===== src/rtl/clock_phase_sequencer.sv =====
// Five-phase strobe sequencer (INST, DATA, REG, MUU, PC) for a single-cycle core.
// Optional macro STEP_DEBOUNCE_EN adds a consecutive-sample debouncer on the step button.
module clock_phase_sequencer #(
    parameter int PHASE_LEN       = 2,
    parameter int DEBOUNCE_CYCLES = 4
) (
    input  logic        clk,
    input  logic        reset,
    input  logic        run,
    input  logic        step,
    output logic        inst_clock,
    output logic        data_clock,
    output logic        reg_clock,
    output logic        muu_clock,
    output logic        pc_clock,
    output logic        busy,
    output logic [15:0] instr_count
);

    typedef enum logic [2:0] {
        IDLE,
        INST,
        DATA,
        REG,
        MUU,
        PC
    } state_t;

    localparam int DebW = (DEBOUNCE_CYCLES > 1) ? $clog2(DEBOUNCE_CYCLES + 1) : 1;
`ifdef STEP_DEBOUNCE_EN
    localparam int StepThreshold = DEBOUNCE_CYCLES;
`else
    localparam int StepThreshold = 1;
`endif
    localparam logic [DebW-1:0] HighTarget = DebW'(StepThreshold - 1);
    localparam logic [3:0]      PhaseLast  = 4'(PHASE_LEN - 1);

    state_t            state_q, state_d;
    logic [3:0]        phaseCnt_q, phaseCnt_d;
    logic [15:0]       instrCount_q, instrCount_d;
    logic              syncMeta_q, syncStep_q;
    logic [1:0]        validPipe_q;
    logic              armed_q, armed_d;
    logic [DebW-1:0]   highCnt_q, highCnt_d;
    logic              stepEvent;
    logic              lastPhase;

    // Step press qualification. The synchronizer outputs only reflect the real
    // button two edges after reset, so the press must first be seen low on a
    // valid sample; this keeps a button held through reset from firing.
    always_comb begin
        highCnt_d = highCnt_q;
        armed_d   = armed_q;
        stepEvent = syncStep_q && armed_q && (highCnt_q == HighTarget);
        if (!syncStep_q) begin
            highCnt_d = '0;
            if (validPipe_q[1]) begin
                armed_d = 1'b1;
            end
        end else begin
            if (highCnt_q != HighTarget) begin
                highCnt_d = highCnt_q + DebW'(1);
            end
            if (stepEvent) begin
                armed_d = 1'b0;
            end
        end
    end

    // Phase sequencing: every non-idle state holds for PHASE_LEN cycles and a
    // started cycle always runs through PC, whatever run does meanwhile.
    always_comb begin
        state_d      = state_q;
        instrCount_d = instrCount_q;
        lastPhase    = (phaseCnt_q == PhaseLast);
        case (state_q)
            IDLE: if (run || stepEvent) state_d = INST;
            INST: if (lastPhase) state_d = DATA;
            DATA: if (lastPhase) state_d = REG;
            REG:  if (lastPhase) state_d = MUU;
            MUU:  if (lastPhase) state_d = PC;
            PC: begin
                if (lastPhase) begin
                    instrCount_d = instrCount_q + 16'd1;
                    state_d      = run ? INST : IDLE;
                end
            end
            default: state_d = IDLE;
        endcase
        if ((state_d != state_q) || (state_q == IDLE)) begin
            phaseCnt_d = '0;
        end else begin
            phaseCnt_d = phaseCnt_q + 4'd1;
        end
    end

    always_ff @(posedge clk) begin
        if (reset) begin
            state_q      <= IDLE;
            phaseCnt_q   <= '0;
            instrCount_q <= '0;
            syncMeta_q   <= 1'b0;
            syncStep_q   <= 1'b0;
            validPipe_q  <= '0;
            armed_q      <= 1'b0;
            highCnt_q    <= '0;
        end else begin
            state_q      <= state_d;
            phaseCnt_q   <= phaseCnt_d;
            instrCount_q <= instrCount_d;
            syncMeta_q   <= step;
            syncStep_q   <= syncMeta_q;
            validPipe_q  <= {validPipe_q[0], 1'b1};
            armed_q      <= armed_d;
            highCnt_q    <= highCnt_d;
        end
    end

    assign inst_clock  = (state_q == INST);
    assign data_clock  = (state_q == DATA);
    assign reg_clock   = (state_q == REG);
    assign muu_clock   = (state_q == MUU);
    assign pc_clock    = (state_q == PC);
    assign busy        = (state_q != IDLE);
    assign instr_count = instrCount_q;

endmodule


===== config.mk =====
export PLATFORM = sky130hd
export DESIGN_NAME = clock_phase_sequencer
export DESIGN_NICKNAME = d
export VERILOG_FILES = /design/src/rtl/clock_phase_sequencer.sv
export SDC_FILE = /design/constraint.sdc
export NUM_CORES = 1
export LEC_CHECK = 0
export CAP_MARGIN = 30
export CORE_MARGIN = 5
export CORE_UTILIZATION = 45
export CTS_CLUSTER_DIAMETER = 100
export DETAILED_ROUTE_END_ITERATION = 10
export PLACE_DENSITY = 0.71
export SLEW_MARGIN = 20
export SYNTH_ARGS = -nofsm -noshare
export SYNTH_HDL_FRONTEND = slang
export SYNTH_SLANG_ARGS = --single-unit

===== constraint.sdc =====
create_clock -name clk -period 2.8 [get_ports clk]
set_input_delay 0.84 -clock clk [delete_from_list [all_inputs] [get_ports clk]]
set_output_delay 0.84 -clock clk [all_outputs]
set_load 0.05 [all_outputs]

==> results of run 1 <==
## kinds of logic (layout without fill, tap and decap cells)
family / after synthesis / after routing / synth area share
AND/OR/NAND/NOR: 77 / 77 / 0.311
flip-flops: 31 / 31 / 0.428
AO/OA/AOI/OAI: 24 / 24 / 0.0949
buffers and inverters: 13 / 41 / 0.0336
XOR/XNOR: 10 / 10 / 0.0604
adder cells (fa/ha/maj): 5 / 5 / 0.0431
multiplexers: 4 / 4 / 0.0293
## cells in the final DEF, fill, tap and decap left out, types with 2 or more instances in the layout
master           count
inv_1                6
nand2_1              8
xor2_1               5
and4_1               4
o21ai_0              8
buf_4                3
a21oi_1             11
clkbuf_8             2
or3_1                8
clkbuf_4             5
nor3b_1              3
nor3_1               3
nand3b_1             2
xnor2_1              5
clkdlybuf4s50_1     19
nor2_1              20
dfxtp_1             31
nand3_1             10
and3_1               3
nand4_1              2
dlymetal6s2s_1       4
mux2_2               2
mux2i_1              2
nor2b_1              6
ha_1                 5
## worst max-delay path by stage
stage	cells after the start	to	slack, ps	from
global route	1	instr_count[6]	250	instr_count[6]
detailed placement	2	muu_clock	380	state_q[2]
CTS	2	muu_clock	10	state_q[2]
finish	1	instr_count[6]	330	instr_count[6]
floorplan	2	data_clock	160	state_q[1]
global placement	2	muu_clock	430	state_q[2]
## per-layer routing
metal | global-route usage | part of all wire
met5 | 0 | 0
met1 | 0.174 | 0.47
met2 | 0.243 | 0.48
met4 | 0.0533 | 0.014
met3 | 0.0540 | 0.041
## power by group through the flow
stage                     clock network [mW]  registers [mW]  logic [mW]
after floorplan                            0           0.463      0.0579
after global placement                     0           0.468      0.0730
after detailed placement                   0           0.469      0.0750
after CTS                              0.305           0.459      0.0753
after global routing                   0.320           0.461      0.0804
final                                  0.301           0.459      0.0741
## layout make-up
type | count | area share
multi-input cells | 120 | 0.430
flip-flops and latches | 31 | 0.342
repair buffers | 26 | 0.145
clock buffers | 8 | 0.0379
well taps | 44 | 0.0303
inverters | 7 | 0.0145
## registers in the layout, summed over array words and instances, names as in the netlist
name and flops:
phaseCnt_q 4, highCnt_q 3, armed_q 1, validPipe_q 2, syncMeta_q 1, instr_count 16
state_q 3, syncStep_q 1
==> impl_metrics.tcl, run 1 <==
set metrics [dict create \
    start_util 0.471 \
    tightest_slew_ps 616 \
    gp_congestion 0.770 \
    cts_inserted_buffers 5 \
    syn_area_per_cell_um2 8.84 \
    comb_power_share 0.089 \
    fill_cells 295 \
    hold_path_end "validPipe_q[1]" \
    cp_max_fo 7 \
    crit_path_end_kind "output pin" \
    syn_to_final_growth_pct 25.1 \
    ys_top_cells_by_area "dfxtp_1 43%, nor2_1 5.2%, ha_1 4.3%" \
    pre_cts_ws_ps 382 \
    insertion_delay_ps 330 \
    status "finished clean" \
    finalHoldViolations 0 \
    reg2reg_slack_ps 890 \
    syn_nets 173 \
    finalSetupViolations 0 \
    power_frac_seq 0.550 \
    clk_pin_slew_worst_paths_ps 100 \
    grtUsageTotal 0.147 \
    yosys.area.top_type "dfxtp_1" \
    instances_no_fill 236 \
    ys.flop_type "dfxtp_1" \
    finalCriticalPeriod_ps 2470 \
    finClkSkew_ps 3.86 \
    ys_seq_elements 31 \
    rows 20 \
    fp.dieH_um 66.8 \
    final_layout_size_suffix_gt1_frac 0.104 \
    grt_pass1_vias 1166 \
    min-delay-start "validPipe_q[0]" \
    post-cts-setup-buffer-count 0 \
    setup_tns_ps 0 \
    cts_sinks 31 \
    cts_root_buf "clkbuf_4" \
    clock_path_buffers 2 \
    power_switching_mw 0.208 \
    rsz0062_at_grt "false" \
    synth_area_mm2 0.00145 \
    crit_family "buffers and inverters" \
    n_antenna_cell 0 \
    dr_total_vias 1224 \
    final_core_util 0.589 \
    worstPathArrival_ps 1630 \
    holdPathStages 1 \
    core_mm2 0.00308 \
    finalWorstSetupSlack_ps 328 \
    drv_slew 0 \
    crit_slowest_cell "clkdlybuf4s50_1" \
    gr-total-overflow 0 \
    postPlaceCellArea_mm2 0.00174 \
    hold_buffers 0 \
    async_reset_ff_frac 0 \
    criticalPathCategory "flop to output pin" \
    p_total_mw 0.834 \
    clock.fmax_mhz 405 \
    multi_input_area_um2 781 \
    postRouteAntennaNets 0 \
    vdd_drop_max_uv 254 \
    drcViolationCount 0 \
    cts_tree "yes" \
    nNetsFinal 200 \
    design_area_mm2 0.00181 \
    placedCellCount 228 \
    via_per_inst 5.19 \
    crit_chain "clkdlybuf4s50_1" \
    synth_cell_types 36 \
    hpwlAfterDp_um 2230 \
    synth_edf_count 0 \
    antenna_found_initial 0 \
    io_buffer_count 25 \
    seq_area_um2 621 \
    whs_ps 455 \
    yosys_warnings 0 \
    period_share 0.883 \
    htree_levels 2 \
    critPathBufInv 1 \
    power_leakage_nw 0.730 \
    ys_top_cells_by_count "31 x dfxtp_1, 20 x nor2_1, 11 x a21oi_1, 10 x nand3_1" \
    synthCells 164 \
    dieWidth_um 66.8 \
    relSlewSlack 0.588 \
    synth.most_common_cell "dfxtp_1" \
    yosys.area.top_type_share 0.428 \
    clockPowerShare 0.361 \
    cap_violations 0 \
    internal_power_mw 0.626 \
    timing.rr.end "instr_count[13]" \
    ioPinCount 26 \
    wl_per_cell_um 12.8 \
    max_stage_delay_ps 850 \
    start_kind "flop" \
    grt_max_degree 19 \
    hold_class "flop to flop" \
    dieArea_mm2 0.00446 \
    crit_required_ps 1960 \
    routed_wl_um 3030 \
    powerDensity_mw_per_mm2 460 \
    reg2regPathDepth 5 \
    drt_first_pass_iters 4 \
    switching_share 0.250 \
    first_iter_violations 35 \
    worstReg2RegStart "phaseCnt_q[0]" \
    grt_first_pass_wirelength_um 5070 \
    cts_resized 0 \
    ys_seq_area_frac 0.428 \
]
No activity file was read; power rests on OpenSTA's default activity.
==> inputs of run 2 (changes only) <==
CORE_MARGIN = not set   (was 5)
SKIP_LAST_GASP = 1   (was not set)
==> impl_metrics.tcl, run 2 (synthesized netlist as in run 1, its figures left out) <==
set metrics [dict create \
    hold_class "flop to flop" \
    routed_wl_um 2910 \
    wl_per_cell_um 12.3 \
    finalWorstSetupSlack_ps 263 \
    grtUsageTotal 0.192 \
    setup_tns_ps 0 \
    relSlewSlack 0.655 \
    cts_tree "yes" \
    gr-total-overflow 0 \
    crit_path_end_kind "output pin" \
    finalSetupViolations 0 \
    fp.dieH_um 58.8 \
    cap_violations 0 \
    fill_cells 297 \
    grt_pass1_vias 1160 \
    vdd_drop_max_uv 254 \
    dieWidth_um 58.8 \
    final_core_util 0.593 \
    hold_buffers 0 \
    status "finished clean" \
    clock_path_buffers 2 \
    clock.fmax_mhz 394 \
    placedCellCount 228 \
    worstPathArrival_ps 1700 \
    final_layout_size_suffix_gt1_frac 0.0990 \
    drv_slew 0 \
    cts_inserted_buffers 5 \
    cts_root_buf "clkbuf_4" \
    dieArea_mm2 0.00345 \
    pre_cts_ws_ps 322 \
    rows 20 \
    start_kind "flop" \
    cts_sinks 31 \
    instances_no_fill 236 \
    tightest_slew_ps 516 \
    nNetsFinal 200 \
    period_share 0.906 \
    finalCriticalPeriod_ps 2540 \
    clk_pin_slew_worst_paths_ps 100 \
    postRouteAntennaNets 0 \
    cp_max_fo 14 \
    gp_congestion 0.774 \
    syn_to_final_growth_pct 24.9 \
    dr_total_vias 1224 \
    ioPinCount 26 \
    criticalPathCategory "flop to output pin" \
    power_leakage_nw 0.723 \
    io_buffer_count 25 \
    start_util 0.475 \
    finClkSkew_ps 7.12 \
    via_per_inst 5.19 \
    crit_required_ps 1960 \
    rsz0062_at_grt "false" \
    antenna_found_initial 0 \
    n_antenna_cell 0 \
    drcViolationCount 0 \
    largest_reg_flops 16 \
    grt_max_degree 16 \
    insertion_delay_ps 320 \
    htree_levels 2 \
    finalHoldViolations 0 \
    mostFrequentLayoutCell "dfxtp_1" \
    drt_first_pass_iters 6 \
    first_iter_violations 47 \
    powerDensity_mw_per_mm2 455 \
    grt_first_pass_wirelength_um 4960 \
    hpwlAfterDp_um 2020 \
    layout_common_cells "31 x dfxtp_1, 20 x nor2_1, 19 x clkdlybuf4s50_1" \
    core_mm2 0.00305 \
]
[run 2: changes by cell type in the layout (fill, tap and decap cells not counted), sizes merged]
cell,before,now
dlymetal6s2s,4,3
dlygate4sd2,0,2
buf,3,2
[run 2: stage by stage]
step	power (mW)	instance area (um2)	hold slack (ps)
4_1_cts	0.836	1800	444
2_1_floorplan	0.521	1450	414
3_3_place_gp	0.541	1740	418
3_5_place_dp	0.543	1740	422
5_1_grt	0.856	1810	459
6_report	0.825	1810	440
[run 2: report_power, final]
part	switching, mW	internal, mW	total (mW)
registers	0.0103	0.449	0.459
logic	0.0430	0.0282	0.0712
clock network	0.147	0.148	0.295
[run 2: what timing repair did]
| action | in CTS | in global routing |
|---|---|---|
| setup endpoints to repair | 2 | 3 |
| setup buffers | 0 | 0 |
| resized for setup | 2 | 3 |
| hold endpoints to repair | 0 | 0 |
[run 2: path summary, 6_finish.rpt]
path | end | startpoint | cells past startpoint | slack, ps
hold reg to reg | validPipe_q[1] | validPipe_q[0] | 1 | 440
setup reg to reg | instr_count[13] | phaseCnt_q[0] | 5 | 930
setup / recovery | data_clock | state_q[1] | 2 | 260
hold / removal | validPipe_q[1] | validPipe_q[0] | 1 | 440
[run 2: worst max-delay path: stages, from the launching register on]
cell and delay [ps]:
dfxtp_1 570, nor3b_1 250, dlygate4sd2_1 560
[run 2: layer usage]
layer | up-vias | track usage | part of all wire
met1 | 573 | 0.234 | 0.48
met3 | 4 | 0.0462 | 0.035
met4 | 0 | 0.0816 | 0.013
met2 | 22 | 0.323 | 0.47
met5 | - | 0 | 0
li1 | 625 | - | -
[run 2: area by class of cell]
cell class                 count  area, um2  share of cell area
multi-input combinational    120        781               0.431
timing repair buffer          26        260               0.144
clock buffer                   8       68.8              0.0380
sequential                    31        621               0.343
inverter                       7       26.3              0.0145
tap                           44       55.1              0.0304
==> inputs of run 3 (changes only) <==
CORE_UTILIZATION = 55   (was 45)
PLACE_DENSITY = 0.84   (was 0.71)
==> impl_metrics.tcl, run 3 (synthesized netlist as in run 1, its figures left out) <==
set metrics [dict create \
    crit_slowest_cell "dfxtp_1" \
    internal_power_mw 0.689 \
    grt_pass1_vias 1164 \
    rsz0062_at_grt "false" \
    dieWidth_um 53.4 \
    gp_congestion 0.774 \
    cts_tree "yes" \
    p_total_mw 0.895 \
    layout_common_cells "31 x dfxtp_1, 20 x nor2_1, 19 x clkdlybuf4s50_1" \
    reg2reg_slack_ps 870 \
    finalWorstSetupSlack_ps 283 \
    finClkSkew_ps 9.51 \
    vdd_drop_max_uv 537 \
    grt_max_degree 18 \
    cts_root_buf "clkbuf_4" \
    io_buffer_count 25 \
    crit_start "state_q[1]" \
    hold_class "flop to flop" \
    tightest_slew_ps 617 \
    setup_tns_ps 0 \
    dieArea_mm2 0.00285 \
    max_stage_delay_ps 570 \
    cts_sinks 31 \
    core_mm2 0.00248 \
    power_switching_mw 0.206 \
    finalSetupViolations 0 \
    post-cts-setup-buffer-count 0 \
    htree_levels 2 \
    grt_first_pass_wirelength_um 5090 \
    criticalPathCategory "flop to output pin" \
    design_area_mm2 0.00182 \
    final_core_util 0.733 \
    nNetsFinal 200 \
    hpwlAfterDp_um 2130 \
    final_layout_size_suffix_gt1_frac 0.104 \
    status "finished clean" \
    seq_area_um2 621 \
    antenna_found_initial 0 \
    first_iter_violations 19 \
    rows 18 \
    timing.rr.end "instr_count[13]" \
    wl_per_cell_um 13.3 \
    start_kind "flop" \
    cap_violations 0 \
    routed_wl_um 2950 \
    drv_slew 0 \
    crit_chain "nor3b_1 -> dlygate4sd2_1" \
    clk_pin_slew_worst_paths_ps 100 \
    insertion_delay_ps 320 \
    via_per_inst 5.51 \
    worstReg2RegStart "phaseCnt_q[0]" \
    gr-total-overflow 0 \
    period_share 0.899 \
    finalCriticalPeriod_ps 2520 \
    pre_cts_ws_ps 339 \
    worstPathArrival_ps 1680 \
    cp_max_fo 14 \
    multi_input_area_um2 781 \
    clock.fmax_mhz 397 \
    postPlaceCellArea_mm2 0.00172 \
    finalHoldViolations 0 \
    reg2regPathDepth 5 \
    power_frac_seq 0.513 \
    start_util 0.585 \
    comb_power_share 0.082 \
    largest_reg_flops 16 \
    crit_required_ps 1960 \
    cts_inserted_buffers 5 \
    clock_path_buffers 2 \
    ioPinCount 26 \
    grtUsageTotal 0.248 \
    crit_path_end_kind "output pin" \
    syn_to_final_growth_pct 25.2 \
    mostFrequentLayoutCell "dfxtp_1" \
    powerDensity_mw_per_mm2 493 \
    clockPowerShare 0.405 \
    drcViolationCount 0 \
    n_antenna_cell 0 \
    postRouteAntennaNets 0 \
    relSlewSlack 0.587 \
    drt_first_pass_iters 3 \
    fp.dieH_um 53.4 \
    power_leakage_nw 0.743 \
    dr_total_vias 1224 \
    switching_share 0.231 \
    cp-endpoint "data_clock" \
    fill_cells 187 \
]
[run 3: cell types whose count changed in the layout (fill, tap and decap cells not counted)]
cell	previous run	this run
bufinv_16	0	1
clkbuf_1	1	0
clkbuf_8	2	1
clkinv_2	0	1
dlygate4sd2_1	2	1
dlymetal6s2s_1	3	4
[run 3: routing by layer]
metal | track usage | wire length [um]
met1 | 0.290 | 1360
met2 | 0.417 | 1440
met3 | 0.0718 | 111
met4 | 0.101 | 38
met5 | 0 | 0
[run 3: area by class of cell]
class | count | area share
Clock inverter | 2 | 0.0193
Timing Repair Buffer | 26 | 0.145
Clock buffer | 6 | 0.0283
Multi-Input combinational cell | 120 | 0.430
Inverter | 7 | 0.0145
Sequential cell | 31 | 0.342
Tap cell | 30 | 0.0207
[run 3: stage by stage]
step / std cells / hold slack (ps)
6_report: 222 / 446
5_1_grt: 222 / 458
3_5_place_dp: 214 / 427
2_1_floorplan: 164 / 414
3_3_place_gp: 214 / 423
4_1_cts: 222 / 449
[run 3: worst min-delay path by stage]
stage / startpoint / to / slack, ps / cells past startpoint
floorplan: syncMeta_q / syncStep_q / 410 / 1
global placement: syncMeta_q / syncStep_q / 420 / 1
detailed placement: syncMeta_q / syncStep_q / 430 / 1
CTS: syncMeta_q / syncStep_q / 450 / 1
global route: syncMeta_q / syncStep_q / 460 / 1
finish: syncMeta_q / syncStep_q / 450 / 1
[run 3: worst max-delay path: cells and delay by family (launching register included)]
family,cells,cell delay (ps)
DFF,1,570
and+or+nand+nor,1,220
buffers and inverters,1,550
[run 3: what timing repair did]
action | CTS | global route
resized for setup | 1 | 4
hold buffers | 0 | 0
setup endpoints to repair | 1 | 4
hold endpoints to repair | 0 | 0
[run 3: power by group through the flow]
stage	Combinational (mW)	Sequential [mW]	Clock [mW]
detailed placement	0.0743	0.469	0
CTS	0.0743	0.459	0.368
global placement	0.0720	0.468	0
finish	0.0737	0.459	0.363
floorplan	0.0579	0.463	0
global route	0.0812	0.461	0.384
